## src/rtl/pspin_hpu_cmd_id_tracker.sv

```systemverilog
// HPU command-ID allocator and completion tracker for one cluster.
// Each core owns NUM_HPU_CMDS slots; a slot is busy from grant until its matching completion.
module pspin_hpu_cmd_id_tracker #(
   parameter int unsigned NUM_CORES    = 8,
   parameter int unsigned NUM_HPU_CMDS = 4,
   parameter int unsigned NUM_CLUSTERS = 4,
   localparam int unsigned CL_W  = $clog2(NUM_CLUSTERS),
   localparam int unsigned CO_W  = $clog2(NUM_CORES),
   localparam int unsigned ID_W  = $clog2(NUM_HPU_CMDS),
   localparam int unsigned OC_W  = $clog2(NUM_HPU_CMDS + 1),
   localparam int unsigned RID_W = CL_W + CO_W + ID_W
) (
   input  logic                              clk_i,
   input  logic                              rst_i,
   input  logic [CL_W-1:0]                   cluster_id_i,
   input  logic [NUM_CORES-1:0]              alloc_valid_i,
   output logic [NUM_CORES-1:0]              alloc_ready_o,
   output logic [NUM_CORES*ID_W-1:0]         alloc_id_o,
   input  logic                              resp_valid_i,
   output logic                              resp_ready_o,
   input  logic [RID_W-1:0]                  resp_cmd_id_i,
   output logic [NUM_CORES*NUM_HPU_CMDS-1:0] busy_o,
   output logic [NUM_CORES*OC_W-1:0]         occup_o,
   input  logic                              flush_i,
   output logic                              flush_done_o,
   output logic                              err_o,
   output logic [15:0]                       err_cnt_o
);

   logic [NUM_CORES-1:0][NUM_HPU_CMDS-1:0] busy_q, busy_d, set_mask, clr_mask;
   logic [NUM_CORES-1:0][ID_W-1:0]         free_id;
   logic [NUM_CORES-1:0][OC_W-1:0]         occup_q, occup_d;
   logic [NUM_CORES-1:0]                   any_free, grant, clr_any;
   logic [CL_W-1:0]                        resp_cl;
   logic [CO_W-1:0]                        resp_co;
   logic [ID_W-1:0]                        resp_lid;
   logic                                   slot_busy, resp_hit;
   logic                                   err_q, flush_done_q;
   logic [15:0]                            err_cnt_q;

   assign resp_cl  = resp_cmd_id_i[ID_W+CO_W +: CL_W];
   assign resp_co  = resp_cmd_id_i[ID_W +: CO_W];
   assign resp_lid = resp_cmd_id_i[ID_W-1:0];

   // Lowest free slot per core; scanning downward lets the lowest index win.
   always_comb begin
      for (int c = 0; c < int'(NUM_CORES); c++) begin
         free_id[c]  = '0;
         any_free[c] = 1'b0;
         for (int s = int'(NUM_HPU_CMDS) - 1; s >= 0; s--) begin
            if (!busy_q[c][s]) begin
               free_id[c]  = ID_W'(s);
               any_free[c] = 1'b1;
            end
         end
      end
   end

   assign alloc_ready_o = any_free & {NUM_CORES{~flush_i}};
   assign grant         = alloc_valid_i & alloc_ready_o;

   // Core indices beyond NUM_CORES never match, so they fall out as invalid.
   always_comb begin
      slot_busy = 1'b0;
      for (int c = 0; c < int'(NUM_CORES); c++) begin
         if (resp_co == CO_W'(c) && busy_q[c][resp_lid]) slot_busy = 1'b1;
      end
   end

   assign resp_hit = resp_valid_i && (resp_cl == cluster_id_i) && slot_busy;

   always_comb begin
      set_mask = '0;
      clr_mask = '0;
      for (int c = 0; c < int'(NUM_CORES); c++) begin
         for (int s = 0; s < int'(NUM_HPU_CMDS); s++) begin
            set_mask[c][s] = grant[c] && (free_id[c] == ID_W'(s));
            clr_mask[c][s] = resp_hit && (resp_co == CO_W'(c)) && (resp_lid == ID_W'(s));
         end
      end
   end

   // Granted slots are free and cleared slots are busy, so the masks never overlap.
   always_comb begin
      busy_d = (busy_q | set_mask) & ~clr_mask;
      for (int c = 0; c < int'(NUM_CORES); c++) begin
         clr_any[c] = |clr_mask[c];
         occup_d[c] = occup_q[c] + OC_W'(grant[c]) - OC_W'(clr_any[c]);
      end
   end

   always_ff @(posedge clk_i) begin
      if (rst_i) begin
         busy_q       <= '0;
         occup_q      <= '0;
         err_q        <= 1'b0;
         err_cnt_q    <= '0;
         flush_done_q <= flush_i;
      end else begin
         busy_q       <= busy_d;
         occup_q      <= occup_d;
         err_q        <= resp_valid_i && !resp_hit;
         flush_done_q <= flush_i && (busy_q == '0);
         if (resp_valid_i && !resp_hit && err_cnt_q != 16'hFFFF) begin
            err_cnt_q <= err_cnt_q + 16'd1;
         end
      end
   end

   assign alloc_id_o   = free_id;
   assign busy_o       = busy_q;
   assign occup_o      = occup_q;
   assign resp_ready_o = 1'b1;
   assign err_o        = err_q;
   assign err_cnt_o    = err_cnt_q;
   assign flush_done_o = flush_done_q;

endmodule

```

## config.mk

```make
export PLATFORM = sky130hd
export DESIGN_NAME = pspin_hpu_cmd_id_tracker
export DESIGN_NICKNAME = d
export VERILOG_FILES = /design/src/rtl/pspin_hpu_cmd_id_tracker.sv
export SDC_FILE = /design/constraint.sdc
export NUM_CORES = 1
export LEC_CHECK = 0
export ABC_AREA = 0
export BUFFER_PORTS_ARGS = -buffer_cell sky130_fd_sc_hd__buf_2
export CAP_MARGIN = 20
export CORE_MARGIN = 2
export CORE_UTILIZATION = 40
export CTS_BUF_LIST = sky130_fd_sc_hd__clkbuf_4
export CTS_CLUSTER_DIAMETER = 150
export DETAILED_ROUTE_END_ITERATION = 6
export PLACE_DENSITY_LB_ADDON = 0.25
export SYNTH_ARGS = -nofsm -noshare
export SYNTH_HDL_FRONTEND = slang
export SYNTH_SLANG_ARGS = --single-unit
```

## constraint.sdc

```tcl
create_clock -name clk_i -period 4.55 [get_ports clk_i]
set_input_delay 0.2275 -clock clk_i [delete_from_list [all_inputs] [get_ports clk_i]]
set_output_delay 0.2275 -clock clk_i [all_outputs]
set_load 0.1 [all_outputs]
```

==> reports/metrics.yaml, run 1 <==
power:
  power_frac_clock: 0.259
  power_switching_mw: 0.621
  swShare: 0.396
  p_int_mw: 0.946
  p_leak_nw: 2.15
  p_per_area_nw_per_um2: 321
  max-vdd-ir-drop_mv: 0.190
  power_frac_seq: 0.450
  p_comb_frac: 0.290
floorplanning:
  die-area_um2: 11100
  rows: 36
  dieHeight_um: 105
  start_util: 0.415
  core_um2: 9860
  boundaryPins: 120
  dieWidth_um: 105
sta:
  slew_headroom: 0.408
  finalMaxSlewViolations: 0
  setup_violations: 0
  hold_viol_final: 0
  fin_skew_ns: 0.0166
  worstMarginPinSlew_ns: 0.887
  rsz0062_at_grt: "no"
  fin_setup_tns_ns: 0
  finalCriticalPeriod_ns: 3.50
  fin_crit_sh: 0.769
  fmax_ghz: 0.286
final_layout:
  area_growth_pct: 19.3
  fin_cells: 696
  drive_gt1_frac: 0.270
  num_antenna_cells: 0
  fill_cells: 985
  nets: 604
drt:
  post-route-drc-count: 0
  vias: 3801
  wl_met3_um: 624
  met1Wirelength_um: 5180
  dr.pass1.iters: 4
  wl_met2_um: 5120
  wirelength_um: 11100
  drt-initial-drc-count: 215
  via_per_inst: 5.46
  top_layer_used: "met4"
  wl_per_cell_um: 15.9
  ant_nets: 0
global_routing:
  grt_overflow: 0
  grt_pass1_wl_um: 17800
  grt_max_degree: 67
  grt_pass1_vias: 3526
  grtUsageTotal: 0.199
  antenna_found_initial: 0
status:
  status: "completed"
setup_path:
  reg2regPathDepth: 13
  r2r-end: "occup_o[23]"
  cp-end-kind: "flip-flop"
  r2r_slack_ns: 1.05
  worstSetupStartpointType: "flip-flop"
  timing.rr.start: "busy_o[20]"
  cp_max_fo: 14
  worst-setup-path-type: "flip-flop to flip-flop"
  crit_required_ns: 4.85
  crit_arrival_ns: 3.80
placed_design:
  portBuffers: 118
  globalplace.congestion: 0.819
  dpl.cell_count: 680
  hpwlAfterDp_um: 8020
min_path:
  worstHoldPathType: "input pin to flip-flop"
  hold-path-endpoint: "err_cnt_o[3]"
  hold_start: "rst_i"
  hold_path_depth: 2
clock_network:
  cts_buffers: 9
  post-cts-setup-buffers: 0
  cts_tree: "yes"
  post_cts_resized: 0
  h-tree-depth: 3
  clock_latency_ns: 0.42
  postCtsHoldBufs: 0
  ctsLongestPathBuffers: 2
  cts_root_buf: "clkbuf_4"
  cts.reportedPaths.clkPinSlew_ns: 0.12
  clock-sinks: 74
yosys:
  ys_seq_area_frac: 0.362
  synth_cell_type_count: 58
  synthTopCellsByArea: "dfxtp_1, ha_1, a21oi_1"
  synth_top_area_share: 0.362
  synthTopCellsByCount: "dfxtp_1, nor2_1, a21oi_1"
  avgSynthCellArea_um2: 9.08
  synth-seq-cells: 74
  ys_warn_count: 0
  synth_top_area_cell: "dfxtp_1"
  syn-num-nets: 497
  yosysMostFrequentCell: "dfxtp_1"
  synth-edff-count: 0
  async_flop_share: 0
  synth_ff_type: "dfxtp_1"
  synthCells: 451
  syn-cell-area_um2: 4100
run:
  drv_cap: 0
[placed cells by master, fill, tap and decap left out, types with 14 or more instances in the layout]
master and instances:
a211oi_1 22, a21oi_1 37, buf_2 118, dfxtp_1 74
ha_1 17, inv_1 30, nand2_1 19, nor2_1 42
nor2b_1 18, xnor2_1 14
[through the flow]
step	total power, mW	util	cell area (um^2)	hold WS, ns	worst slack (ns)
6_report	1.57	0.495	4890	0.109	1.05
5_1_grt	1.64	0.495	4890	0.0802	0.822
4_1_cts	1.58	0.495	4890	0.0831	1.07
3_5_place_dp	1.17	0.482	4750	0.501	0.827
3_3_place_gp	1.17	0.482	4750	0.497	0.901
2_1_floorplan	1.10	-	4100	0.419	0.217
[flip-flops by register name, indices dropped and copies added, names as in the netlist]
| register | cells |
|---|---|
| busy_o | 32 |
| err_cnt_o | 16 |
| err_o | 1 |
| flush_done_o | 1 |
| occup_o | 24 |
[logic make-up (layout without fill, tap and decap cells)]
logic type / count (synthesis) / after routing / synth area share
adders and majority gates: 25 / 25 / 0.0910
and+or+nand+nor: 150 / 150 / 0.197
muxes: 10 / 10 / 0.0492
AOI/OAI and AO/OA: 118 / 118 / 0.204
other: 1 / 1 / 0.000915
DFF: 74 / 74 / 0.362
buffers and inverters: 53 / 165 / 0.0538
xor gates and xnor gates: 20 / 20 / 0.0428
[routing by layer]
layer,up-vias,GRT usage
met4,0,0.0724
met1,1803,0.273
met3,13,0.0362
met5,-,0
li1,1852,-
met2,133,0.312
[worst max path at each step]
stage / from / endpoint / slack (ns) / depth (start not counted)
finish: busy_o[20] / occup_o[23] / 1.05 / 13
global route: busy_o[20] / occup_o[23] / 0.82 / 13
CTS: busy_o[22] / occup_o[23] / 1.07 / 13
detailed placement: resp_cmd_id_i[0] / occup_o[23] / 0.83 / 14
global placement: resp_cmd_id_i[0] / occup_o[23] / 0.90 / 14
floorplan: busy_o[10] / occup_o[8] / 0.22 / 9
[area by class of cell]
| type | count | area [um^2] | share of cell area |
|---|---|---|---|
| Timing Repair Buffer | 119 | 598 | 0.122 |
| Clock buffer | 12 | 90.1 | 0.0184 |
| Sequential cell | 74 | 1480 | 0.303 |
| Tap cell | 133 | 166 | 0.0341 |
| Inverter | 30 | 113 | 0.0230 |
| Clock inverter | 4 | 42.5 | 0.00871 |
| Multi-Input combinational cell | 324 | 2390 | 0.490 |
[power groups by stage]
| stage | logic [mW] | clock network [mW] | registers [mW] |
|---|---|---|---|
| 3_3_place_gp | 0.452 | 0 | 0.719 |
| 4_1_cts | 0.457 | 0.419 | 0.705 |
| 6_report | 0.455 | 0.406 | 0.706 |
| 5_1_grt | 0.477 | 0.447 | 0.711 |
| 3_5_place_dp | 0.455 | 0 | 0.720 |
| 2_1_floorplan | 0.193 | 0 | 0.908 |
[worst max-delay path: stages (launching register included)]
cell and delay, ns:
dfxtp_1 0.41, mux4_2 0.49, a32oi_1 0.35, nand4_4 0.20, and3_1 0.43, and2_4 0.28, ha_1 0.28, inv_1 0.06
ha_1 0.12, inv_1 0.04, fa_1 0.37, xor2_1 0.17, xnor2_1 0.13, nor2_1 0.05
Power figures use the tool's default switching activity.
==> run 2: changes to the inputs <==
==> constraint.sdc (replaced) <==
create_clock -name clk_i -period 3.5 [get_ports clk_i]
set_input_delay 0.175 -clock clk_i [delete_from_list [all_inputs] [get_ports clk_i]]
set_output_delay 0.175 -clock clk_i [all_outputs]
set_load 0.1 [all_outputs]
==> reports/metrics.yaml, run 2 (synthesis gave the netlist of run 1 again) <==
status:
  status: "completed"
global_routing:
  grt_max_degree: 38
  grtUsageTotal: 0.197
  grt_overflow: 0
  antenna_found_initial: 0
  grt_pass1_vias: 3509
  grt_pass1_wl_um: 17700
clock_network:
  cts_tree: "yes"
  clock_latency_ns: 0.43
  h-tree-depth: 3
  cts_root_buf: "clkbuf_4"
  post_cts_resized: 0
  ctsLongestPathBuffers: 2
  clock-sinks: 74
  postCtsHoldBufs: 0
  cts.reportedPaths.clkPinSlew_ns: 0.13
  cts_buffers: 9
  post-cts-setup-buffers: 0
final_layout:
  final_common_cell: "buf_2"
  fin_area_um2: 5030
  largest_reg_flops: 32
  fill_cells: 934
  multi_input_area_um2: 2480
  drive_gt1_frac: 0.350
  fin_util: 0.510
  layout_common_cells: "buf_2, nor2_1, dfxtp_1, a21oi_1, dfxtp_2"
  num_antenna_cells: 0
  seqCellArea_um2: 1520
  nets: 609
  area_growth_pct: 22.7
placed_design:
  globalplace.congestion: 0.852
  portBuffers: 118
  hpwlAfterDp_um: 8140
  place_area_um2: 4910
floorplanning:
  core_um2: 9860
  dieHeight_um: 105
  boundaryPins: 120
  rows: 36
  dieWidth_um: 105
  die-area_um2: 11100
  start_util: 0.415
drt:
  post-route-drc-count: 0
  wl_per_cell_um: 15.7
  ant_nets: 0
  wirelength_um: 11000
  via_per_inst: 5.48
  dr.pass1.iters: 4
  vias: 3838
  drt-initial-drc-count: 195
setup_path:
  worstSetupStartpointType: "flip-flop"
  cp-end-kind: "flip-flop"
  cp_max_fo: 8
  crit_required_ns: 3.83
  worst-setup-path-type: "flip-flop to flip-flop"
  crit_arrival_ns: 3.53
sta:
  hold_viol_final: 0
  fin_setup_tns_ns: 0
  worstMarginPinSlew_ns: 0.800
  fmax_ghz: 0.313
  slew_headroom: 0.466
  setup_violations: 0
  finalCriticalPeriod_ns: 3.20
  rsz0062_at_grt: "no"
  finalMaxSlewViolations: 0
  fin_crit_sh: 0.913
  fin_skew_ns: 0.0177
power:
  max-vdd-ir-drop_mv: 0.211
  p_comb_frac: 0.302
  p_int_mw: 1.14
  power_switching_mw: 0.838
  p_per_area_nw_per_um2: 394
  finalPower_mw: 1.98
  power_frac_seq: 0.465
  swShare: 0.423
  p_leak_nw: 2.17
  power_frac_clock: 0.233
min_path:
  worstHoldPathType: "input pin to flip-flop"
run:
  drv_cap: 0
run 2: worst max-delay path, stage by stage, from the launching register on:
cell and delay, ns:
dfxtp_2 0.39, mux4_2 0.46, a32oi_1 0.35, and4_1 0.32, or3_1 0.21, nor2_1 0.11, ha_1 0.29, inv_1 0.06
ha_1 0.13, inv_1 0.05, fa_1 0.37, xor2_1 0.18, xnor2_1 0.14, nor2_1 0.05
run 2: per-stage QoR:
stage / hold WS, ns / setup slack [ns] / instances
finish: 0.0710 / 0.303 / 701
global route: 0.0687 / 0.147 / 701
CTS: 0.0490 / 0.320 / 701
detailed placement: 0.504 / 0.0868 / 685
global placement: 0.496 / 0.174 / 685
floorplan: 0.367 / 0.0341 / 451
run 2: worst paths after layout:
kind | from | endpoint | slack [ns] | cells past startpoint
worst max-delay path | busy_o[20] | occup_o[5] | 0.30 | 13
worst min-delay path | alloc_valid_i[1] | busy_o[4] | 0.07 | 3
worst max register to register | busy_o[20] | occup_o[5] | 0.30 | 13
worst min register to register | occup_o[14] | occup_o[14] | 0.53 | 2
run 2: power groups by stage:
stage,Sequential (mW),Clock (mW),Combinational [mW]
floorplan,1.19,0,0.254
global placement,0.939,0,0.595
detailed placement,0.940,0,0.599
CTS,0.922,0.473,0.601
global route,0.929,0.504,0.628
finish,0.921,0.461,0.599
run 2: routing by layer:
metal,vias to the layer above,GRT usage,wire length (um)
li1,1863,-,-
met1,1844,0.269,5060
met2,118,0.316,5250
met3,13,0.0356,584
met4,0,0.0610,125
met5,-,0,0
run 2: cell type report:
class | count | area share
clock inverter | 7 | 0.00921
tap | 133 | 0.0331
sequential | 74 | 0.303
clock buffer | 9 | 0.0134
multi-input combinational | 324 | 0.493
timing repair buffer | 124 | 0.126
inverter | 30 | 0.0224
==> run 3: changes to the inputs <==
--- a/config.mk
+++ b/config.mk
@@ -8,6 +8,8 @@
 export ABC_AREA = 0
 export BUFFER_PORTS_ARGS = -buffer_cell sky130_fd_sc_hd__buf_2
 export CAP_MARGIN = 20
+export CELL_PAD_IN_SITES_DETAIL_PLACEMENT = 1
+export CELL_PAD_IN_SITES_GLOBAL_PLACEMENT = 1
 export CORE_MARGIN = 2
 export CORE_UTILIZATION = 40
 export CTS_BUF_LIST = sky130_fd_sc_hd__clkbuf_4
==> reports/metrics.yaml, run 3 (synthesis gave the netlist of run 1 again) <==
placed_design:
  place_area_um2: 4920
  hpwlAfterDp_um: 9070
  portBuffers: 118
  dpl.cell_count: 684
  pre_cts_ws_ns: 0.0267
  globalplace.congestion: 0.826
clock_network:
  cts.reportedPaths.clkPinSlew_ns: 0.13
  cts_buffers: 9
  post_cts_resized: 0
  cts_root_buf: "clkbuf_4"
  post-cts-setup-buffers: 0
  ctsLongestPathBuffers: 2
  clock_latency_ns: 0.44
  clock-sinks: 74
  cts_tree: "yes"
  h-tree-depth: 3
  postCtsHoldBufs: 0
sta:
  worstMarginPinSlew_ns: 0.846
  fin_skew_ns: 0.0160
  slew_headroom: 0.435
  setup_violations: 0
  fmax_ghz: 0.306
  finalMaxSlewViolations: 0
  rsz0062_at_grt: "no"
  fin_setup_tns_ns: 0
  hold_viol_final: 0
  setup_slack_ns: 0.230
  finalCriticalPeriod_ns: 3.27
  fin_crit_sh: 0.934
drt:
  via_per_inst: 5.57
  wirelength_um: 12300
  drt-initial-drc-count: 168
  wl_per_cell_um: 17.6
  post-route-drc-count: 0
  dr.pass1.iters: 4
  vias: 3902
  ant_nets: 0
floorplanning:
  dieWidth_um: 105
  dieHeight_um: 105
  start_util: 0.415
  rows: 36
  die-area_um2: 11100
  boundaryPins: 120
  core_um2: 9860
setup_path:
  critPathTopFamily: "adder cells"
  path_cells: "mux4_2 -> a32oi_1 -> and4_1 -> or3_1 -> nor2_1 -> ha_1 -> inv_1 -> ha_1 -> inv_1 -> fa_1 -> xor2_1 -> xnor2_1 -> nor2_1"
  critical_path.max_stage_delay_ns: 0.47
  crit_required_ns: 3.82
  worst-path-buf-inv: 2
  crit_arrival_ns: 3.59
  cp_max_fo: 8
  critPathSlowestCell: "mux4_2"
  worst-setup-path-type: "flip-flop to flip-flop"
  cp-end-kind: "flip-flop"
  worstSetupStartpointType: "flip-flop"
power:
  p_leak_nw: 2.19
  p_per_area_nw_per_um2: 419
  finalPower_mw: 2.13
  max-vdd-ir-drop_mv: 0.231
global_routing:
  grt_pass1_vias: 3868
  grt_overflow: 0
  grt_max_degree: 77
  antenna_found_initial: 0
  grtUsageTotal: 0.230
  grt_pass1_wl_um: 20600
final_layout:
  fill_cells: 1209
  area_growth_pct: 23.8
  nets: 608
  largest_reg_flops: 32
  num_antenna_cells: 0
  fin_cells: 700
  fin_area_um2: 5070
  layout_common_cells: "buf_2, nor2_1, dfxtp_1, a21oi_1, dfxtp_2"
  final_common_cell: "buf_2"
  drive_gt1_frac: 0.342
run:
  drv_cap: 0
min_path:
  worstHoldPathType: "input pin to flip-flop"
status:
  status: "completed"
==> run 3: cell count changes in the layout (fill, tap and decap cells not counted) <==
cell        before  now
buf_12           0    1
clkinv_1         0    4
buf_4            6    4
bufinv_16        0    2
clkinvlp_4       3    0
clkinv_2         3    0
==> run 3: worst paths after layout <==
check | slack, ns | depth (start not counted) | from | to
worst max-delay path | 0.23 | 13 | busy_o[22] | occup_o[5]
worst min-delay path | 0.06 | 3 | alloc_valid_i[4] | busy_o[16]
worst max register to register | 0.23 | 13 | busy_o[22] | occup_o[5]
worst min register to register | 0.54 | 2 | occup_o[5] | occup_o[5]
==> run 3: cell type report <==
class	instances	area, um^2	area share
Multi-Input combinational cell	324	2480	0.489
Sequential cell	74	1520	0.300
Timing Repair Buffer	123	641	0.126
Tap cell	133	166	0.0328
Inverter	30	113	0.0222
Clock inverter	7	83.8	0.0165
Clock buffer	9	67.6	0.0133
==> run 3: metrics by stage <==
stage / util / hold slack (ns)
3_5_place_dp: 0.499 / 0.509
6_report: 0.514 / 0.0628
5_1_grt: 0.514 / 0.0656
4_1_cts: 0.514 / 0.0420
3_3_place_gp: 0.499 / 0.494
2_1_floorplan: - / 0.367
==> run 3: per-layer routing <==
layer | wire (um) | global-route usage
met4 | 215 | 0.0876
met2 | 5960 | 0.372
met1 | 5570 | 0.311
met5 | 0 | 0
met3 | 569 | 0.0318
==> run 3: power breakdown <==
part / switching, mW / internal, mW / leakage, nW
sequential: 0.0430 / 0.880 / 0.617
clock: 0.316 / 0.282 / 0.0801
combinational: 0.484 / 0.122 / 1.50
==> run 3: tightest hold or removal path: stages <==
cell,delay (ns)
buf_2,0.11
nand2_1,0.10
a221oi_1,0.09
